==> config.mk <==
export PLATFORM = sky130hd
export DESIGN_NAME = updown_counter_param_flat
export DESIGN_NICKNAME = d
export VERILOG_FILES = /design/src/rtl/updown_counter_param_if.sv /design/src/rtl/updown_counter_param.sv /design/src/flat_wrapper.sv
export SDC_FILE = /design/constraint.sdc
export NUM_CORES = 1
export LEC_CHECK = 0
export ABC_AREA = 1
export CORE_MARGIN = 5
export CORE_UTILIZATION = 55
export CTS_BUF_LIST = sky130_fd_sc_hd__clkbuf_16
export CTS_CLUSTER_DIAMETER = 120
export CTS_CLUSTER_SIZE = 20
export DETAILED_ROUTE_END_ITERATION = 10
export GPL_TIMING_DRIVEN = 0
export PLACE_DENSITY = 0.78
export REMOVE_ABC_BUFFERS = 1
export SLEW_MARGIN = 5
export SYNTH_ARGS = -nofsm -noshare
export SYNTH_HDL_FRONTEND = slang
export SYNTH_SLANG_ARGS = --single-unit
==> constraint.sdc <==
create_clock -name clk -period 5.05 [get_ports clk]
set_input_delay 0.505 -clock clk [delete_from_list [all_inputs] [get_ports clk]]
set_output_delay 0.505 -clock clk [all_outputs]
set_load 0.01 [all_outputs]
==> src/rtl/updown_counter_param_if.sv <==
// Bundles the control, data and status signals of updown_counter_param.
//
// Ports (signals carried by the interface):
//   en        count enable
//   mode      1 = count up, 0 = count down
//   load      parallel load request (wins over counting)
//   load_val  value to load, clamped to limit
//   step      increment/decrement amount, clamped to limit
//   limit     upper bound, count range is 0..limit
//   sat       1 = saturate at bounds, 0 = wrap modulo (limit+1)
//   clr_flags clears the sticky ovf/udf flags
//   out       registered count value
//   tc        one-cycle terminal-count pulse
//   ovf/udf   sticky overflow/underflow flags
//   is_zero   high while out == 0
//
// Modports: master drives the controls, slave is the counter.
interface updown_counter_param_if #(
    parameter int WIDTH  = 8,
    parameter int STEP_W = 4
);
    logic              en;
    logic              mode;
    logic              load;
    logic [WIDTH-1:0]  load_val;
    logic [STEP_W-1:0] step;
    logic [WIDTH-1:0]  limit;
    logic              sat;
    logic              clr_flags;
    logic [WIDTH-1:0]  out;
    logic              tc;
    logic              ovf;
    logic              udf;
    logic              is_zero;

    modport master (
        output en, mode, load, load_val, step, limit, sat, clr_flags,
        input  out, tc, ovf, udf, is_zero
    );

    modport slave (
        input  en, mode, load, load_val, step, limit, sat, clr_flags,
        output out, tc, ovf, udf, is_zero
    );
endinterface

==> src/rtl/updown_counter_param.sv <==
// Loadable up/down counter with programmable upper bound and step size,
// selectable wrap or saturate behaviour at the bounds, a one-cycle
// terminal-count pulse and sticky overflow/underflow flags.
//
// Ports:
//   clk  rising-edge clock
//   rst  synchronous reset, active-low
//   bus  updown_counter_param_if.slave carrying controls and status
//
// Parameters:
//   WIDTH    counter and bound width
//   STEP_W   width of the step input
//   RST_VAL  value of out after reset (keep it <= the limit in use)
module updown_counter_param #(
    parameter int WIDTH   = 8,
    parameter int STEP_W  = 4,
    parameter int RST_VAL = 0
) (
    input  logic                   clk,
    input  logic                   rst,
    updown_counter_param_if.slave  bus
);

    // Common width for comparing step against limit without truncating either.
    localparam int SW = (STEP_W > WIDTH) ? STEP_W : WIDTH;
    localparam logic [WIDTH-1:0] RST_OUT = WIDTH'(RST_VAL);

    logic [WIDTH-1:0] out_r;
    logic             tc_r;
    logic             ovf_r;
    logic             udf_r;

    logic [SW-1:0]    step_x;
    logic [SW-1:0]    limit_x;
    logic [WIDTH-1:0] s;

    // One extra bit so limit == all-ones keeps its carry (limit+1 == 2^WIDTH).
    logic [WIDTH:0]   out_ext;
    logic [WIDTH:0]   s_ext;
    logic [WIDTH:0]   lim_ext;
    logic [WIDTH:0]   range;
    logic [WIDTH:0]   sum_up;
    logic [WIDTH:0]   wrap_up;
    logic [WIDTH:0]   wrap_dn;

    logic [WIDTH-1:0] out_nxt;
    logic             tc_nxt;
    logic             ovf_set;
    logic             udf_set;

    assign step_x  = SW'(bus.step);
    assign limit_x = SW'(bus.limit);
    assign s       = (step_x > limit_x) ? bus.limit : step_x[WIDTH-1:0];

    assign out_ext = {1'b0, out_r};
    assign s_ext   = {1'b0, s};
    assign lim_ext = {1'b0, bus.limit};
    assign range   = lim_ext + {{WIDTH{1'b0}}, 1'b1};
    assign sum_up  = out_ext + s_ext;
    assign wrap_up = sum_up - range;
    assign wrap_dn = out_ext + range - s_ext;

    // Next count value and crossing events; reset is handled in the register.
    always_comb begin
        out_nxt = out_r;
        tc_nxt  = 1'b0;
        ovf_set = 1'b0;
        udf_set = 1'b0;
        if (bus.load) begin
            out_nxt = (bus.load_val > bus.limit) ? bus.limit : bus.load_val;
        end else if (bus.en) begin
            if (out_r > bus.limit) begin
                // Limit was lowered under the count: pull back silently.
                out_nxt = bus.limit;
            end else if (s == '0) begin
                out_nxt = out_r;
            end else if (bus.mode) begin
                if (sum_up <= lim_ext) begin
                    out_nxt = sum_up[WIDTH-1:0];
                end else begin
                    out_nxt = bus.sat ? bus.limit : wrap_up[WIDTH-1:0];
                    tc_nxt  = 1'b1;
                    ovf_set = 1'b1;
                end
            end else begin
                if (out_r >= s) begin
                    out_nxt = out_r - s;
                end else begin
                    out_nxt = bus.sat ? '0 : wrap_dn[WIDTH-1:0];
                    tc_nxt  = 1'b1;
                    udf_set = 1'b1;
                end
            end
        end
    end

    // Flags: a new crossing wins over a clear in the same cycle.
    always_ff @(posedge clk) begin
        if (!rst) begin
            out_r <= RST_OUT;
            tc_r  <= 1'b0;
            ovf_r <= 1'b0;
            udf_r <= 1'b0;
        end else begin
            out_r <= out_nxt;
            tc_r  <= tc_nxt;
            ovf_r <= ovf_set | (ovf_r & ~bus.clr_flags);
            udf_r <= udf_set | (udf_r & ~bus.clr_flags);
        end
    end

    assign bus.out     = out_r;
    assign bus.tc      = tc_r;
    assign bus.ovf     = ovf_r;
    assign bus.udf     = udf_r;
    assign bus.is_zero = (out_r == '0);

endmodule

==> src/flat_wrapper.sv <==
// flat-port wrapper written by rule: the top's interface ports become plain ports
module updown_counter_param_flat 
#(
    parameter int WIDTH   = 8,
    parameter int STEP_W  = 4,
    parameter int RST_VAL = 0
)
  (clk, rst, bus_en, bus_mode, bus_load, bus_load_val, bus_step, bus_limit, bus_sat, bus_clr_flags, bus_out, bus_tc, bus_ovf, bus_udf, bus_is_zero);
  updown_counter_param_if #(.WIDTH(WIDTH), .STEP_W(STEP_W)) bus_i ();
  input  logic clk;
  input  logic rst;
  input wire logic [$bits(bus_i.en)-1:0] bus_en;
  input wire logic [$bits(bus_i.mode)-1:0] bus_mode;
  input wire logic [$bits(bus_i.load)-1:0] bus_load;
  input wire logic [$bits(bus_i.load_val)-1:0] bus_load_val;
  input wire logic [$bits(bus_i.step)-1:0] bus_step;
  input wire logic [$bits(bus_i.limit)-1:0] bus_limit;
  input wire logic [$bits(bus_i.sat)-1:0] bus_sat;
  input wire logic [$bits(bus_i.clr_flags)-1:0] bus_clr_flags;
  output wire logic [$bits(bus_i.out)-1:0] bus_out;
  output wire logic [$bits(bus_i.tc)-1:0] bus_tc;
  output wire logic [$bits(bus_i.ovf)-1:0] bus_ovf;
  output wire logic [$bits(bus_i.udf)-1:0] bus_udf;
  output wire logic [$bits(bus_i.is_zero)-1:0] bus_is_zero;
  assign bus_i.en = bus_en;
  assign bus_i.mode = bus_mode;
  assign bus_i.load = bus_load;
  assign bus_i.load_val = bus_load_val;
  assign bus_i.step = bus_step;
  assign bus_i.limit = bus_limit;
  assign bus_i.sat = bus_sat;
  assign bus_i.clr_flags = bus_clr_flags;
  assign bus_out = bus_i.out;
  assign bus_tc = bus_i.tc;
  assign bus_ovf = bus_i.ovf;
  assign bus_udf = bus_i.udf;
  assign bus_is_zero = bus_i.is_zero;
  updown_counter_param #(.WIDTH(WIDTH), .STEP_W(STEP_W), .RST_VAL(RST_VAL)) u_core (.clk(clk), .rst(rst), .bus(bus_i));
endmodule
==> flow_metrics.env <==
export IMPL_maximum_number_of_pins_on_one_net_before_global_route_repair=17
export IMPL_initialDrtViolationCount=254
export IMPL_die_height_microns=88.6
export IMPL_slowest_stage="clkdlybuf4s50_1"
export IMPL_synth_edf_count=0
export IMPL_min_period_over_period=0.947
export IMPL_grt_pass1_wl_microns=16500
export IMPL_worst_r2r_setup_slack_ns=1.45
export IMPL_clock_skew_after_layout_ns=0.000838
export IMPL_fillerInstances=553
export IMPL_clock_root_buffer="clkbuf_16"
export IMPL_power_density_cell_area_nw_per_um2=288
export IMPL_post_route_util=0.670
export IMPL_comb_power_share=0.769
export IMPL_final_max_slew_violation_count=0
export IMPL_tritoncts="built"
export IMPL_placed_cells_incl_taps=652
export IMPL_maxSlewHeadroom=0.659
export IMPL_avgSynthCellArea_sq_um=6.30
export IMPL_power_share_switching=0.529
export IMPL_grt_overflow_total=0
export IMPL_viasPerCell=5.60
export IMPL_run_status="completed"
export IMPL_final_cell_count_no_fill=658
export IMPL_floorplan_core_area_sq_um=5960
export IMPL_regArea_sq_um=220
export IMPL_cp_common_cell="nand2_1"
export IMPL_bufs_on_longest_clock_path=2
export IMPL_dpl_hpwl_microns=8610
export IMPL_syn_instance_count=540
export IMPL_startpoint_type="input port"
export IMPL_first_global_vias=3499
export IMPL_dr_pass1_iters=5
export IMPL_power_clock_fraction=0.124
export IMPL_min_delay_path_class="reg2reg"
export IMPL_flow_area_growth_from_synthesis_pct=17.3
export IMPL_worst_pin_slew_ns=0.512
export IMPL_multi_input_logic_area_sq_um=2870
export IMPL_antenna_found_initial=0
export IMPL_post_layout_total_power_mw=1.15
export IMPL_power_share_sequential=0.107
export IMPL_ant_nets=0
export IMPL_worstSetupPathType="in2reg"
export IMPL_setup_crit_end_kind="flip-flop"
export IMPL_crit_arrival_ns=4.96
export IMPL_synth_top_flop_cell="dfxtp_1"
export IMPL_cpLargestDelayFamily="simple AND/OR/NAND/NOR gates"
export IMPL_floorplan_initialDensity=0.571
export IMPL_yosysWarningCount=0
export IMPL_max_clock_freq_ghz=0.209
export IMPL_vdd_ir_drop_worst_v=0.000142
export IMPL_groute_usage_overall=0.272
export IMPL_worst_skew_pair_late_latency_ns=0.24
export IMPL_cts_hold_buffers=0
export IMPL_drcViolationCount=0
export IMPL_maxCapViolCount=0
export IMPL_floorplan_die_area_sq_um=7860
export IMPL_leakage_nw=2.06
export IMPL_dr_total_vias=3687
export IMPL_unrepaired_setup_endpoints_after_global_routing="false"
export IMPL_count_of_h_tree_levels_built_during_cts=1
export IMPL_buffer_ports_inserted=38
export IMPL_drive_gt1_frac=0.0840
export IMPL_antenna_cells=0
export IMPL_synth_lib_cells_used_distinct=40
export IMPL_die_width_microns=88.6
export IMPL_crit_fanout=8
export IMPL_nets=681
export IMPL_yosys_register_bits=11
export IMPL_avgRoutedWirePerCell_microns=15.7
export IMPL_post_synth_instance_area_sq_um=3400
export IMPL_number_of_clock_buffers_inserted_by_tritoncts=3
export IMPL_timing_final_hold_violations=0
export IMPL_routed_wirelength_microns=10300
export IMPL_critical_path_required_ns=5.23
export IMPL_floorplan_rows=28
export IMPL_critical_path_max_stage_delay_ns=0.43
export IMPL_final_period_minus_worst_setup_slack_ns=4.78
export IMPL_routabilityCongestion=0.944
export IMPL_cts_sinks=11
export IMPL_intPower_uw=542
export IMPL_asyncSetResetFlopFracSynth=0
export IMPL_timing_critical_path_buf_inv=5
export IMPL_synth_yosys_seq_area_share=0.0648
export IMPL_io_pin_count=39
export IMPL_netSwitchingPower_uw=608
export IMPL_timing_final_setup_violations=0
export IMPL_clk_transition_reported_paths_ns=0.04
export IMPL_holdWs_ns=0.472
Yosys cell counts, types with 4 or more instances:
cell | n | share of area
o21ai_0 | 33 | 0.049
nor2_2 | 7 | 0.013
nand4_1 | 8 | 0.015
fa_1 | 10 | 0.059
a21oi_1 | 57 | 0.084
nand2_1 | 136 | 0.15
dfxtp_1 | 11 | 0.065
clkbuf_1 | 4 | 0.0044
nor2_1 | 21 | 0.023
o211ai_1 | 5 | 0.011
xor2_1 | 14 | 0.036
nand3_1 | 32 | 0.047
a21oi_2 | 8 | 0.021
inv_1 | 84 | 0.093
nor3_1 | 4 | 0.0059
or2_2 | 5 | 0.0092
ha_1 | 60 | 0.22
xnor2_1 | 6 | 0.015
kinds of logic (layout without fill, tap and decap cells):
family / Yosys count / after routing / share of synthesized area
other: 2 / 11 / 0.00221
AOI/OAI and AO/OA: 115 / 115 / 0.190
adders and majority gates: 70 / 70 / 0.280
xor gates and xnor gates: 20 / 20 / 0.0515
DFF: 11 / 11 / 0.0648
buffers and inverters: 97 / 130 / 0.115
and+or+nand+nor: 225 / 226 / 0.297
per-stage QoR:
step	instance area (sq um)	setup TNS, ns	setup slack [ns]
floorplan	3370	0	0.747
global placement	3840	-5.52	-0.657
detailed placement	3840	-6.23	-0.730
CTS	3960	0	0.0190
global route	3990	0	0.0309
finish	3990	0	0.270
state kept, by name (all words and copies together), names as in the netlist:
name	flops
u_core.bus.udf	1
u_core.bus.tc	1
u_core.bus.ovf	1
u_core.bus.out	8
area by class of cell:
type                       count  share of cell area
clock buffer                   3              0.0188
multi-input combinational    442               0.721
sequential                    11              0.0552
timing repair buffer          39              0.0991
clock inverter                 1            0.000941
inverter                      87              0.0819
tap                           75              0.0235
layer usage:
layer	share of wire	vias to the layer above	GRT usage	wire length [microns]
li1	-	1851	-	-
met1	0.43	1651	0.359	4430
met2	0.47	161	0.462	4850
met3	0.067	24	0.0242	688
met4	0.035	0	0.0975	359
met5	0	-	0	0
path summary, 6_finish.rpt:
check / cells past startpoint / to / startpoint
max: 29 / u_core.bus.out[2] / bus_step[2]
min: 2 / u_core.bus.udf / u_core.bus.udf
max reg2reg: 21 / u_core.bus.out[2] / u_core.bus.out[1]
min reg2reg: 2 / u_core.bus.udf / u_core.bus.udf
power by group through the flow:
| stage | clock, mW | sequential, mW | combinational [mW] |
|---|---|---|---|
| after floorplan | 0 | 0.119 | 0.591 |
| after detailed placement | 0 | 0.124 | 0.823 |
| after global placement | 0 | 0.123 | 0.803 |
| final | 0.143 | 0.123 | 0.885 |
| after global routing | 0.149 | 0.124 | 0.990 |
| after CTS | 0.143 | 0.122 | 0.853 |
worst min-delay path, stage by stage (launching register included):
cell     delay [ns]
dfxtp_1        0.31
nand2_1        0.06
a21oi_1        0.05
cell usage in the layout (no fill, tap or decap), drive strengths merged, types with 2 or more instances in the layout:
master and instances:
clkdlybuf4s50 34, o31ai 3, nand4 8, clkinv 2, nor2 28, inv 86, ha 60, o211ai 5
dfxtp 11, conb 11, nor4 3, o21ai 35, xor2 14, o21a 3, nor3 6, nand3 36
dlymetal6s2s 2, xnor2 6, clkbuf 5, nand2 138, fa 10, a21oi 65, or2 5, a31oi 3
what timing repair did:
action | 4_1_cts | 5_1_grt
gates cloned | 0 | 1
pin swaps | 2 | 3
resized for setup | 9 | 12
setup buffers | 1 | 0
endpoints found under the setup margin | 10 | 10
No activity file was read; power rests on OpenSTA's default activity.
